### config.mk
export PLATFORM = sky130hd
export DESIGN_NAME = xor_checksum_acc
export DESIGN_NICKNAME = d
export VERILOG_FILES = /design/src/rtl/xor_checksum_acc.sv
export SDC_FILE = /design/constraint.sdc
export NUM_CORES = 1
export LEC_CHECK = 0
export ABC_AREA = 1
export ABC_CLOCK_PERIOD_IN_PS = 1530
export CORE_MARGIN = 5
export CORE_UTILIZATION = 44
export CTS_BUF_LIST = sky130_fd_sc_hd__clkbuf_16
export DETAILED_ROUTE_END_ITERATION = 10
export GPL_ROUTABILITY_DRIVEN = 0
export PLACE_DENSITY = 0.83
export SLEW_MARGIN = 20
export SYNTH_ARGS = -nofsm -noshare
export SYNTH_HDL_FRONTEND = slang
export SYNTH_SLANG_ARGS = --single-unit
### constraint.sdc
create_clock -name clk -period 1.53 [get_ports clk]
set_input_delay 0.306 -clock clk [delete_from_list [all_inputs] [get_ports clk]]
set_output_delay 0.306 -clock clk [all_outputs]
set_load 0.01 [all_outputs]
### src/rtl/xor_checksum_acc.sv
// ---------------------------------------------------------------------------
// xor_checksum_acc
//   Streaming XOR checksum stage. A run is armed with start/len/seed in IDLE.
//   The block then accepts len words over a valid/ready handshake and folds
//   each word into a running XOR accumulator. A one-cycle done pulse marks
//   the final checksum, which stays readable after the run.
//   The XOR datapath is a bank of WIDTH/4 ls7486 quad-XOR gate models.
//
// Ports (xor_checksum_acc)
//   clk       in   1      system clock, rising edge
//   rst_n     in   1      asynchronous active-low reset
//   start     in   1      begin a run (sampled in IDLE only)
//   len       in   LEN_W  words in the run (sampled with start)
//   seed      in   WIDTH  initial accumulator value (sampled with start)
//   in_valid  in   1      upstream word valid
//   in_data   in   WIDTH  upstream word
//   in_ready  out  1      word accepted this cycle when in_valid is high
//   busy      out  1      run in progress
//   done      out  1      one-cycle pulse, checksum is final
//   checksum  out  WIDTH  accumulator value
//   count     out  LEN_W  words accepted in the current/last run
//
// Ports (ls7486)
//   a, b      in   4      gate inputs
//   y         out  4      y = a ^ b
// ---------------------------------------------------------------------------

module ls7486 (
  input  logic [3:0] a,
  input  logic [3:0] b,
  output logic [3:0] y
);
  assign y = a ^ b;
endmodule

module xor_checksum_acc #(
  parameter int WIDTH = 4,
  parameter int LEN_W = 4
) (
  input  logic             clk,
  input  logic             rst_n,
  input  logic             start,
  input  logic [LEN_W-1:0] len,
  input  logic [WIDTH-1:0] seed,
  input  logic             in_valid,
  input  logic [WIDTH-1:0] in_data,
  output logic             in_ready,
  output logic             busy,
  output logic             done,
  output logic [WIDTH-1:0] checksum,
  output logic [LEN_W-1:0] count
);

  // One gate model per nibble, so the width has to split evenly.
  generate
    if ((WIDTH < 4) || ((WIDTH % 4) != 0)) begin : g_width_check
      $error("xor_checksum_acc: WIDTH must be a non-zero multiple of 4");
    end
  endgenerate

  typedef enum logic [1:0] {
    S_IDLE = 2'd0,
    S_RUN  = 2'd1,
    S_DONE = 2'd2
  } state_t;

  state_t           state_reg, state_next;
  logic [WIDTH-1:0] acc_reg;
  logic [LEN_W-1:0] count_reg;
  logic [LEN_W-1:0] len_reg;
  logic [WIDTH-1:0] xor_y;
  logic [LEN_W-1:0] count_inc;
  logic             xfer;

  // XOR datapath: accumulator against the incoming word, nibble by nibble.
  generate
    for (genvar gi = 0; gi < WIDTH / 4; gi++) begin : g_xor
      ls7486 u_ls7486 (
        .a (acc_reg[gi*4 +: 4]),
        .b (in_data[gi*4 +: 4]),
        .y (xor_y[gi*4 +: 4])
      );
    end
  endgenerate

  assign count_inc = count_reg + 1'b1;
  assign xfer      = in_valid && (state_reg == S_RUN);

  // Handshake and status decode purely from the registered state.
  assign in_ready = (state_reg == S_RUN);
  assign busy     = (state_reg == S_RUN);
  assign done     = (state_reg == S_DONE);
  assign checksum = acc_reg;
  assign count    = count_reg;

  always_comb begin
    state_next = state_reg;
    case (state_reg)
      S_IDLE: begin
        if (start) begin
          // A zero-length run completes immediately with checksum = seed.
          state_next = (len != '0) ? S_RUN : S_DONE;
        end
      end
      S_RUN: begin
        if (xfer && (count_inc == len_reg)) begin
          state_next = S_DONE;
        end
      end
      S_DONE:  state_next = S_IDLE;
      default: state_next = S_IDLE;
    endcase
  end

  always_ff @(posedge clk or negedge rst_n) begin
    if (!rst_n) begin
      state_reg <= S_IDLE;
      acc_reg   <= '0;
      count_reg <= '0;
      len_reg   <= '0;
    end else begin
      state_reg <= state_next;
      case (state_reg)
        S_IDLE: begin
          if (start) begin
            acc_reg   <= seed;
            count_reg <= '0;
            len_reg   <= len;
          end
        end
        S_RUN: begin
          if (xfer) begin
            acc_reg   <= xor_y;
            count_reg <= count_inc;
          end
        end
        default: begin
          // DONE and any stray encoding: hold the result.
        end
      endcase
    end
  end

endmodule

==> out/results.ini <==
[status]
status=complete, no violations

[routing]
vias_per_cell=5.02
drt-initial-drc-count=16
vias=814
wl_per_cell_um=12.6
postRouteAntennaNets=0
wl_um=2050
drc=0
dr.pass1.iters=4

[global_route]
track_usage_pct=16.6
grt_antenna_before_repair=0
grt_overflow=0
grt_max_degree=15
grt_pass1_wl_um=3310
grt_pass1_vias=788

[worst_setup_path]
worstPathRequired_ns=1.22
regToRegStartpoint=count[1]
worst_setup_path_start_kind=flop
cp_max_fo=4
path_delay_family=buffers and inverters
crit_type=flop to output pin
critPathArrivalTime_ns=1.16
slowest_delay_ns=0.55
regToRegEndpoint=state_reg[0]
end_kind=output pin
cp_slowest_cell=clkdlybuf4s50_1
rrSetupSlack_ns=0.11
path_cells=clkdlybuf4s50_1
cp_num_buf_inv=1
reg2regPathDepth=7

[place]
io_buffers=26
dp_hpwl_um=1510

[clocking]
ctsHoldBuffers=0
clockRootBuffer=clkbuf_16
cts_tree=yes
clk_pin_slew_worst_paths_ns=0.04
cts.path.max_buffers=2
clock-sinks=14
cts_setup_buffers=0
cts_buffers=3
cts_max_level=1
insertion_delay_ns=0.24

[die]
start_util_pct=46.5
rows=15
die_y_um=53.0
core_region_area_um2=1750
die-area_um2=2800
die_w_um=53.0
io_pins=27

[final_layout]
n_fill_cell=142
syn2layout_area_growth_pct=46.5
drive_gt1_share_pct=16.8
fin_nets=156
antenna_cells=0

[sta]
holdWs_ns=0.376
rsz0062_at_grt=false
setup_viol=0
drv_slew=0
post-route-min-period_ns=1.47
worst_pin_slew_ns=0.197
hold_viol=0
finalCritPeriodShare_pct=95.9
tns_ns=0
clock.fmax_mhz=682
skew_ns=0.00137
slew_headroom_pct=86.8

[synth]
syn_area_per_cell_um2=7.66
ys_seq_area_share_pct=43.1
synth-seq-cells=14
syn_inst=106
yosysUniqueCellTypes=19
netlist_area_um2=812
ys_warn_count=0
synthesis.nets=123

[job]
timing.max_cap.violations=0

[worst_hold_path]
hp-class=input port to async pin

[power]
p_per_area_nw_per_um2=1950
ir_worst_vdd_mv=1.08
p_leak_nw=0.569

## placed cells by master, fill, tap and decap left out
master / n
a21oi_1: 7
a21oi_2: 2
buf_4: 5
clkbuf_16: 3
clkdlybuf4s50_1: 22
dfrtp_1: 13
dfrtp_2: 1
dlygate4sd2_1: 3
dlymetal6s2s_1: 1
ha_1: 1
inv_1: 12
inv_2: 4
nand2_1: 21
nand2_2: 2
nand2_4: 1
nand3_1: 14
nand4_1: 3
nor2_1: 5
nor2_4: 1
o21ai_0: 4
o21ai_1: 7
or2_2: 4
xnor2_1: 1
## worst max path at each step
| stage | startpoint | end | slack [ns] | cells past startpoint |
|---|---|---|---|---|
| after floorplan | count[0] | state_reg[0] | 0.18 | 7 |
| after global placement | start | checksum[3] | 0.1 | 5 |
| after detailed placement | in_valid | state_reg[0] | 0.03 | 8 |
| after CTS | count[1] | count[1] | 0.02 | 1 |
| after global routing | count[3] | count[3] | 0.01 | 1 |
| final | count[3] | count[3] | 0.06 | 1 |
## power breakdown
| part | internal [mW] | total (mW) | switching [mW] |
|---|---|---|---|
| Combinational | 0.538 | 1.16 | 0.622 |
| Clock | 0.341 | 0.480 | 0.139 |
| Sequential | 0.541 | 0.683 | 0.142 |
| Total | 1.42 | 2.32 | 0.903 |
## per-layer routing
metal / part of all wire (%) / GRT usage [%] / up-vias
li1: - / - / 412
met1: 39 / 17.8 / 378
met2: 55 / 31.0 / 22
met3: 5.1 / 4.51 / 2
met4: 0.78 / 5.11 / 0
met5: 0 / 0 / -
## repair_timing
item                       4_1_cts  5_1_grt
pin swaps                        0        1
resized for setup                4        1
setup endpoints to repair        4        2
## synth_stat cells (all sizes together)
library cell | count | area share [%]
dfrtp | 14 | 43
nand2 | 24 | 13
ha | 1 | 1.5
nand4 | 3 | 2.3
nand3 | 14 | 8.6
o21ai | 11 | 6.8
a21oi | 9 | 6.5
nor2 | 6 | 3.7
xnor2 | 1 | 1.1
inv | 16 | 7.4
or2 | 4 | 3.1
buf | 3 | 3.2
## final cells by class
class,count,area [um2],area share (%)
clock buffer,3,75.1,6.31
inverter,16,60.1,5.05
multi-input combinational,73,375,31.5
sequential,14,352,29.5
tap,25,31.3,2.63
timing repair buffer,31,297,24.9
## logic make-up (layout without fill, tap and decap cells)
group / Yosys count / count (layout) / share of synthesized area (%)
compound gates: 20 / 20 / 13.3
xor+xnor: 1 / 1 / 1.08
fa+ha+maj: 1 / 1 / 1.54
buf+inv: 19 / 50 / 10.6
flops: 14 / 14 / 43.1
simple gates: 51 / 51 / 30.4
## metrics by stage
stage	instances	cell area (um2)	util, %	power [mW]	setup WS (ns)
2_1_floorplan	106	812	-	1.41	0.182
6_report	162	1190	68.2	2.32	0.0627
4_1_cts	162	1190	68.0	2.34	0.0151
5_1_grt	162	1190	68.2	2.48	0.0142
3_5_place_dp	159	1110	63.9	1.86	0.0309
3_3_place_gp	159	1110	63.9	1.82	0.0963
Power figures use the tool's default switching activity.
